### src/rtl/lsu_pkg.sv
// Shared types and helpers for the load/store unit: access sizes, FSM states,
// lane widths and the alignment rule.
package lsu_pkg;

    typedef enum logic [1:0] {
        SZ_B = 2'b00,
        SZ_H = 2'b01,
        SZ_W = 2'b10
    } size_e;

    typedef enum logic [2:0] {
        IDLE,
        LOAD,
        STORE,
        RMW_RD,
        RMW_WR,
        ERR
    } state_e;

    localparam int BYTE_W = 8;
    localparam int HALF_W = 16;
    localparam int WORD_W = 32;

    // Size 11 is never a legal access, whatever the address.
    function automatic logic access_misaligned(input logic [1:0] size, input logic [1:0] lane);
        logic bad;
        case (size)
            2'b00:   bad = 1'b0;
            2'b01:   bad = lane[0];
            2'b10:   bad = (lane != 2'b00);
            default: bad = 1'b1;
        endcase
        return bad;
    endfunction

endpackage

### src/rtl/lsu_align.sv
// Byte-lane datapath: extracts and extends load data from a memory word, and
// merges sub-word store data into a memory word for read-modify-write.
module lsu_align
    import lsu_pkg::*;
(
    input  size_e              size,
    input  logic               is_unsigned,
    input  logic [1:0]         lane,
    input  logic [WORD_W-1:0]  mem_word,
    input  logic [WORD_W-1:0]  store_data,
    output logic [WORD_W-1:0]  load_data,
    output logic [WORD_W-1:0]  merged_word
);

    logic [4:0]        byte_sh;
    logic [4:0]        half_sh;
    logic [BYTE_W-1:0] byte_val;
    logic [HALF_W-1:0] half_val;

    assign byte_sh  = {lane, 3'b000};
    assign half_sh  = {lane[1], 4'b0000};
    assign byte_val = mem_word[byte_sh +: BYTE_W];
    assign half_val = mem_word[half_sh +: HALF_W];

    always_comb begin
        load_data   = mem_word;
        merged_word = store_data;
        case (size)
            SZ_B: begin
                load_data = {{(WORD_W-BYTE_W){~is_unsigned & byte_val[BYTE_W-1]}}, byte_val};
                merged_word = mem_word;
                merged_word[byte_sh +: BYTE_W] = store_data[BYTE_W-1:0];
            end
            SZ_H: begin
                load_data = {{(WORD_W-HALF_W){~is_unsigned & half_val[HALF_W-1]}}, half_val};
                merged_word = mem_word;
                merged_word[half_sh +: HALF_W] = store_data[HALF_W-1:0];
            end
            default: ;
        endcase
    end

endmodule

### src/rtl/load_store_unit.sv
// Data-memory initiator for the single-cycle core: one request at a time,
// sub-word stores done as read-modify-write on a memory without byte enables.
//
// state  | meaning
// IDLE   | ready for a request; response pulse of the previous one shows here
// LOAD   | read word, extract lane, register extended result
// STORE  | full-word write, one cycle
// RMW_RD | read target word into the merge register
// RMW_WR | write merged word, one cycle
// ERR    | rejected access; error response is visible in this cycle
module load_store_unit
    import lsu_pkg::*;
#(
    parameter int DATA_WIDTH = 32,
    parameter int MEM_WORDS  = 1024
) (
    input  logic                  clk,
    input  logic                  reset,
    input  logic                  req_valid,
    output logic                  req_ready,
    input  logic                  req_we,
    input  logic [1:0]            req_size,
    input  logic                  req_unsigned,
    input  logic [DATA_WIDTH-1:0] req_addr,
    input  logic [DATA_WIDTH-1:0] req_wdata,
    output logic                  resp_valid,
    output logic [DATA_WIDTH-1:0] resp_rdata,
    output logic                  resp_err,
    output logic [DATA_WIDTH-1:0] mem_addr,
    output logic                  mem_we,
    output logic [DATA_WIDTH-1:0] mem_wd,
    input  logic [DATA_WIDTH-1:0] mem_rd
);

    localparam logic [DATA_WIDTH:0] ADDR_LIMIT = (DATA_WIDTH+1)'(4 * MEM_WORDS);

    state_e                state_q, state_d;
    logic                  we_q, we_d;
    size_e                 size_q, size_d;
    logic                  uns_q, uns_d;
    logic [DATA_WIDTH-1:0] addr_q, addr_d;
    logic [DATA_WIDTH-1:0] wdata_q, wdata_d;
    logic [DATA_WIDTH-1:0] merge_q, merge_d;
    logic                  resp_valid_q, resp_valid_d;
    logic [DATA_WIDTH-1:0] resp_rdata_q, resp_rdata_d;
    logic                  resp_err_q, resp_err_d;

    logic                  req_bad;
    logic [DATA_WIDTH-1:0] align_word;
    logic [DATA_WIDTH-1:0] load_data;
    logic [DATA_WIDTH-1:0] merged_word;

    assign req_bad = access_misaligned(req_size, req_addr[1:0])
                   || ({1'b0, req_addr} >= ADDR_LIMIT);

    // The merge register holds the word read in RMW_RD; LOAD uses the live read.
    assign align_word = (state_q == LOAD) ? mem_rd : merge_q;

    lsu_align u_align (
        .size        (size_q),
        .is_unsigned (uns_q),
        .lane        (addr_q[1:0]),
        .mem_word    (align_word),
        .store_data  (wdata_q),
        .load_data   (load_data),
        .merged_word (merged_word)
    );

    always_comb begin
        state_d      = state_q;
        we_d         = we_q;
        size_d       = size_q;
        uns_d        = uns_q;
        addr_d       = addr_q;
        wdata_d      = wdata_q;
        merge_d      = merge_q;
        resp_valid_d = 1'b0;
        resp_rdata_d = '0;
        resp_err_d   = 1'b0;
        case (state_q)
            IDLE: begin
                if (req_valid) begin
                    we_d    = req_we;
                    size_d  = size_e'(req_size);
                    uns_d   = req_unsigned;
                    addr_d  = req_addr;
                    wdata_d = req_wdata;
                    if (req_bad) begin
                        // Error answers one cycle after acceptance, without touching memory.
                        state_d      = ERR;
                        resp_valid_d = 1'b1;
                        resp_err_d   = 1'b1;
                    end else if (!req_we) begin
                        state_d = LOAD;
                    end else if (req_size == SZ_W) begin
                        state_d = STORE;
                    end else begin
                        state_d = RMW_RD;
                    end
                end
            end
            LOAD: begin
                resp_valid_d = 1'b1;
                resp_rdata_d = load_data;
                state_d      = IDLE;
            end
            STORE: begin
                resp_valid_d = 1'b1;
                state_d      = IDLE;
            end
            RMW_RD: begin
                merge_d = mem_rd;
                state_d = RMW_WR;
            end
            RMW_WR: begin
                resp_valid_d = 1'b1;
                state_d      = IDLE;
            end
            ERR:     state_d = IDLE;
            default: state_d = IDLE;
        endcase
    end

    always_ff @(posedge clk or negedge reset) begin
        if (!reset) begin
            state_q      <= IDLE;
            we_q         <= 1'b0;
            size_q       <= SZ_B;
            uns_q        <= 1'b0;
            addr_q       <= '0;
            wdata_q      <= '0;
            merge_q      <= '0;
            resp_valid_q <= 1'b0;
            resp_rdata_q <= '0;
            resp_err_q   <= 1'b0;
        end else begin
            state_q      <= state_d;
            we_q         <= we_d;
            size_q       <= size_d;
            uns_q        <= uns_d;
            addr_q       <= addr_d;
            wdata_q      <= wdata_d;
            merge_q      <= merge_d;
            resp_valid_q <= resp_valid_d;
            resp_rdata_q <= resp_rdata_d;
            resp_err_q   <= resp_err_d;
        end
    end

    // Write strobe decoded from the state so it drops the moment reset asserts.
    always_comb begin
        mem_we = 1'b0;
        mem_wd = '0;
        case (state_q)
            STORE: begin
                mem_we = 1'b1;
                mem_wd = wdata_q;
            end
            RMW_WR: begin
                mem_we = 1'b1;
                mem_wd = merged_word;
            end
            default: ;
        endcase
    end

    assign mem_addr   = {addr_q[DATA_WIDTH-1:2], 2'b00};
    assign req_ready  = (state_q == IDLE);
    assign resp_valid = resp_valid_q;
    assign resp_rdata = resp_rdata_q;
    assign resp_err   = resp_err_q;

    logic unused_we;
    assign unused_we = we_q;

endmodule

### config.mk
export PLATFORM = sky130hd
export DESIGN_NAME = load_store_unit
export DESIGN_NICKNAME = d
export VERILOG_FILES = /design/src/rtl/lsu_pkg.sv /design/src/rtl/lsu_align.sv /design/src/rtl/load_store_unit.sv
export SDC_FILE = /design/constraint.sdc
export NUM_CORES = 1
export LEC_CHECK = 0
export BUFFER_PORTS_ARGS = -buffer_cell sky130_fd_sc_hd__buf_4
export CELL_PAD_IN_SITES_DETAIL_PLACEMENT = 1
export CELL_PAD_IN_SITES_GLOBAL_PLACEMENT = 1
export CORE_UTILIZATION = 35
export DETAILED_ROUTE_END_ITERATION = 6
export PLACE_DENSITY = 0.78
export SYNTH_ARGS = -nofsm -noshare
export SYNTH_HDL_FRONTEND = slang
export SYNTH_SLANG_ARGS = --single-unit
### constraint.sdc
create_clock -name clk -period 3.1 [get_ports clk]
set_input_delay 0.62 -clock clk [delete_from_list [all_inputs] [get_ports clk]]
set_output_delay 0.62 -clock clk [all_outputs]
set_load 0.02 [all_outputs]
Word level (Yosys, flattened, before mapping)
Index checks and enable logic that the tools add are counted.
- register bits: 136
- output and inout bits: 100
- word-level logic and storage cells: 55
- add/subtract/negate cells: 2
- order comparisons: 1
- equal/unequal tests: 8
- shifts and indexed selects: 6
- mux-type cells: 18
- bitwise gates (word level): 3
- reduce and logical (&&, ||, !) cells: 8
- operators with widths (cell ; number):
    $pmux 32 s2 ; 3
    $bwmux 32 ; 2
    $mux 32 ; 2
    $ge 32x13->1 const B ; 1
    $shift 16x7->32 const A ; 1
    $shift 8x7->32 const A ; 1
    $shiftx 16x7->32 ; 1
    $shiftx 32x6->16 ; 1
    $shiftx 32x6->8 ; 1
    $shiftx 8x7->32 ; 1
    $neg 5->7 ; 2
    $eq 3x2->1 const B ; 2
    $mux 3 ; 2
    $pmux 3 s2 ; 1
    $mux 1 ; 5
    $eq 2x1->1 const B ; 2
    $logic_not 2->1 ; 2
    $eq 3x1->1 const B ; 1
    $eq 3x3->1 const B ; 1
    $logic_not 3->1 ; 1
    $pmux 1 s3 ; 1
    $reduce_or 3->1 ; 1
    $and 1x1->1 ; 2
    $eq 2x2->1 const B ; 1
    other kinds (8) ; 8

Longest topological paths before layout
- depth after elaboration: 6
- mapped depth: 10

By module
Synthesis repeated with hierarchy kept, for this count alone.
- cells, all modules: 829
- area total of the unflattened synthesis: 7764.9 um2
- modules (own cells, without submodules) (module ; times used ; cells an instance ; area an instance (um2) ; sequential area each (um2)):
    load_store_unit ; 1 ; 553 ; 5938.2 ; 3403.3
    lsu_align ; 1 ; 276 ; 1826.8 ; 0.0

Worst setup path before layout
No wires, ideal clock.
- kind: reg-to-output
- from: register addr_q[1]
- to: output port mem_wd[31]
- arrival: 2.776 ns
- data required time: 2.480 ns
- slack: -0.296 ns
- cell stages (with the launch flop): 8
- buffers on the path: 1
- cell sequence: dfrtp_1 buf_1 inv_1 ha_1 nor4_1 o2bb2ai_1 a21oi_1 o21ai_1
- word-level cells in the longest chain between the ends: 5
- RTL lines (item ; line ; RTL):
    start: declaration ; load_store_unit.sv:41 ; logic [DATA_WIDTH-1:0] addr_q, addr_d;
    start signal: assignment ; load_store_unit.sv:141 ; addr_q <= addr_d;
    $neg 5->7, on equally long branches ; lsu_align.sv:37, lsu_align.sv:32 ;
    $shiftx 16x7->32 (tied with other cells) ; lsu_align.sv:37 ; merged_word[half_sh +: HALF_W] = store_data[HALF_W-1:0];
    $bwmux 32, on equally long branches ; lsu_align.sv:37, lsu_align.sv:32 ;
    $pmux 32 s2 * ; lsu_align.sv:28 ; case (size)
    $pmux 32 s2 * ; load_store_unit.sv:154 ; case (state_q)
    end: declaration ; load_store_unit.sv:31 ; output logic [DATA_WIDTH-1:0] mem_wd,
Every way passes the cells marked *; elsewhere a longest branch is shown, timed or not.

Worst setup path in the final report
- from: register addr_q[1]
- to: output port mem_wd[7]
Same word-level chain as after synthesis.

==> results.sh <==
export IMPL_place_port_buffers=200
export IMPL_async_flop_share=1.00
export IMPL_met3RoutedLength_um=2020
export IMPL_dr_wl_met2_um=12200
export IMPL_hpwlAfterDp_um=18300
export IMPL_ioPinCount=203
export IMPL_critPathTopFamily="buffers and inverters"
export IMPL_synthCells=800
export IMPL_worstPathRequired_ps=2480
export IMPL_crit_top_cell="buf_4"
export IMPL_path_depth=9
export IMPL_path_cells="inv_2 -> ha_4 -> nor4bb_2 -> buf_4 -> o21a_1 -> o211ai_1 -> nor2_1 -> a2bb2oi_2 -> buf_4"
export IMPL_synth_warnings=0
export IMPL_ys_types=55
export IMPL_drv_slew=0
export IMPL_die_h_um=146
export IMPL_cts_clk_slew_worst_paths_ps=60
export IMPL_r2r_cells=6
export IMPL_hold_buffers=0
export IMPL_floorplan_initialDensity=0.358
export IMPL_cp_end_kind="primary output"
export IMPL_crit_arrival_ps=2480
export IMPL_ctsRootBufferMaster="clkbuf_16"
export IMPL_synth_edff_count=0
export IMPL_critPathLaunchType="flop"
export IMPL_clk_path_buf_depth=2
export IMPL_final_min_clock_period_ps=3100
export IMPL_place_area_um2=8950
export IMPL_synth_top_family_by_area="simple AND/OR/NAND/NOR gates"
export IMPL_worstPathMaxFanout=4
export IMPL_dieWidth_um=146
export IMPL_avgSynthCellArea_um2=9.05
export IMPL_totalWireLength_um=25700
export IMPL_grt_max_degree=84
export IMPL_ir_drop_mv=0.516
export IMPL_synthFlopType="dfrtp_1"
export IMPL_nNetsFinal=1087
export IMPL_synth_compound_gate_area_share=0.161
export IMPL_coreArea_um2=20200
export IMPL_p_leak_nw=4.97
export IMPL_drive_above_1_share=0.338
export IMPL_period_share=1.00
export IMPL_grt_ovfl_total=0
export IMPL_antenna_found_initial=0
export IMPL_cp_buffers_inverters=3
export IMPL_ys_seq_area_frac=0.470
export IMPL_grt_pass1_vias=7200
export IMPL_cts_made_buffers=17
export IMPL_setup_viol=0
export IMPL_design_die_area_um2=21300
export IMPL_maxCapViolCount=0
export IMPL_grt_usage=0.244
export IMPL_outcome="completed"
export IMPL_final_hold_violation_count=0
export IMPL_mappedNetlistArea_um2=7240
export IMPL_max_freq_mhz=323
export IMPL_tightest_slew_ps=1160
export IMPL_grt_pass1_wl_um=39800
export IMPL_drc=0
export IMPL_post_synth_and_or_nand_nor_area_fraction=0.174
export IMPL_yosys_area_share_adder=0.0100
export IMPL_postRouteAntennaNets=0
export IMPL_vias=6827
export IMPL_first_pass_iters=4
export IMPL_design_area_um2=9770
export IMPL_synth_seq_cells=136
export IMPL_highest_layer="met4"
export IMPL_synthXorXnorAreaFrac=0
export IMPL_drt_iter0_drc=338
export IMPL_crit_type="reg -> out"
export IMPL_htree_levels=4
export IMPL_fin_tns_setup_ps=0
export IMPL_cp_slowest_cell="dfrtp_1"
export IMPL_cts_tree="yes"
export IMPL_rows=52
export IMPL_viasPerCell=5.41
export IMPL_rsz0062_at_grt="yes"
export IMPL_fin_util=0.483
export IMPL_antenna_cells=0
export IMPL_m1WireLength_um=10600
export IMPL_worstHoldPathType="in -> async"
export IMPL_areaGrowthSynthToFinish_pct=34.9
export IMPL_power_density_nw_per_um2=1010
export IMPL_clock_latency_ps=430
export IMPL_gp_congestion=0.919
export IMPL_max_stage_delay_ps=400
export IMPL_synthMuxAreaShare=0.117
export IMPL_wl_per_cell_um=20.3
export IMPL_skew_ps=6.04
export IMPL_relSlewSlack=0.223
export IMPL_numClockSinks=136
[cell type report]
class                           count  area, um^2
Fill cell                        2326       10500
Multi-Input combinational cell    572        3490
Sequential cell                   136        3400
Timing Repair Buffer              243        1900
Clock buffer                       25         505
Tap cell                          270         338
Clock inverter                      7        90.1
Inverter                            9        33.8
[cell families after synthesis]
kind of cell,Yosys count
adder cells (fa/ha/maj),6
buffers and inverters,93
AND/OR/NAND/NOR,310
AO/OA/AOI/OAI,176
multiplexers,78
flip-flops,136
other,1
[layout by cell type (no fill, tap or decap), types with 3 or more instances in the layout]
master	count
a21o_1	16
a21oi_1	36
a22o_1	7
a22oi_1	15
a311oi_1	7
a32oi_1	6
buf_12	3
buf_4	235
buf_6	4
clkbuf_1	3
clkbuf_16	17
clkbuf_8	5
clkinv_2	3
dfrtp_1	135
ha_1	3
inv_1	6
mux2_2	31
mux2i_1	37
mux2i_2	4
mux2i_4	4
nand2_1	238
nand2b_1	4
nand3_1	5
nor2_1	27
nor2b_1	4
nor3_1	11
nor4_1	5
o211ai_1	15
o21ai_0	23
o21ai_1	13
o22ai_1	21
[flip-flops by register name (all words and copies together) (netlist names)]
register / cells
state_q: 3
uns_q: 1
resp_err: 1
wdata_q: 32
resp_rdata: 32
size_q: 2
addr_q: 32
resp_valid: 1
merge_q: 32
[through the flow]
step | cells | setup WS (ps) | total power (W) | hold slack [ps]
final | 1262 | 0.515 | 0.00983 | 259
after global routing | 1262 | -67.9 | 0.0104 | 304
after CTS | 1256 | -22.9 | 0.00966 | 278
after detailed placement | 1223 | 245 | 0.00749 | 467
after floorplan | 801 | 43.2 | 0.00575 | 324
after global placement | 1223 | 313 | 0.00737 | 459
[where the power goes]
part           total, W  internal (W)  switching, W
clock           0.00205       0.00129      0.000765
sequential      0.00289       0.00235      0.000538
combinational   0.00489       0.00196       0.00293
total           0.00983       0.00560       0.00423
[repair_timing]
item,in CTS,in global routing
pin swaps,0,5
cloned,1,0
resized for setup,8,28
endpoints found under the setup margin,15,22
setup buffers,0,6
[synthesized netlist by cell type (2+ instances only)]
cell	n	area share
nand2_1	240	0.12
dfrtp_1	136	0.47
mux2i_1	45	0.062
clkbuf_1	42	0.022
a21oi_1	38	0.026
buf_4	32	0.033
mux2_2	31	0.048
nor2_1	28	0.015
o21ai_0	27	0.019
o22ai_1	21	0.018
a21o_1	16	0.017
a22oi_1	15	0.016
o211ai_1	15	0.016
nor3_1	12	0.0083
o21ai_1	10	0.0069
inv_1	8	0.0041
a22o_1	7	0.0085
a311oi_1	7	0.0085
a32oi_1	6	0.0073
nor4_1	6	0.0052
ha_1	5	0.0086
nand3_1	5	0.0035
nor2b_1	5	0.0043
buf_1	4	0.0021
buf_2	4	0.0028
nand2b_1	4	0.0035
buf_6	2	0.0031
mux4_2	2	0.0062
[per-layer routing]
layer | up-vias | GRT usage
li1 | 3098 | -
met1 | 3385 | 0.305
met2 | 287 | 0.392
met5 | - | 0
met3 | 57 | 0.0693
met4 | 0 | 0.106
[final timing paths]
kind | slack [ps] | start | to
setup / recovery | 0.5 | addr_q[1] | mem_wd[7]
hold / removal | 260 | reset | merge_q[27]
setup reg to reg | 390 | state_q[2] | resp_rdata[25]
hold reg to reg | 480 | addr_q[20] | addr_q[20]
max in group asynchronous | 2160 | reset | addr_q[26]
min in group clk | 380 | req_wdata[25] | wdata_q[25]
No activity file was read; power rests on OpenSTA's default activity.
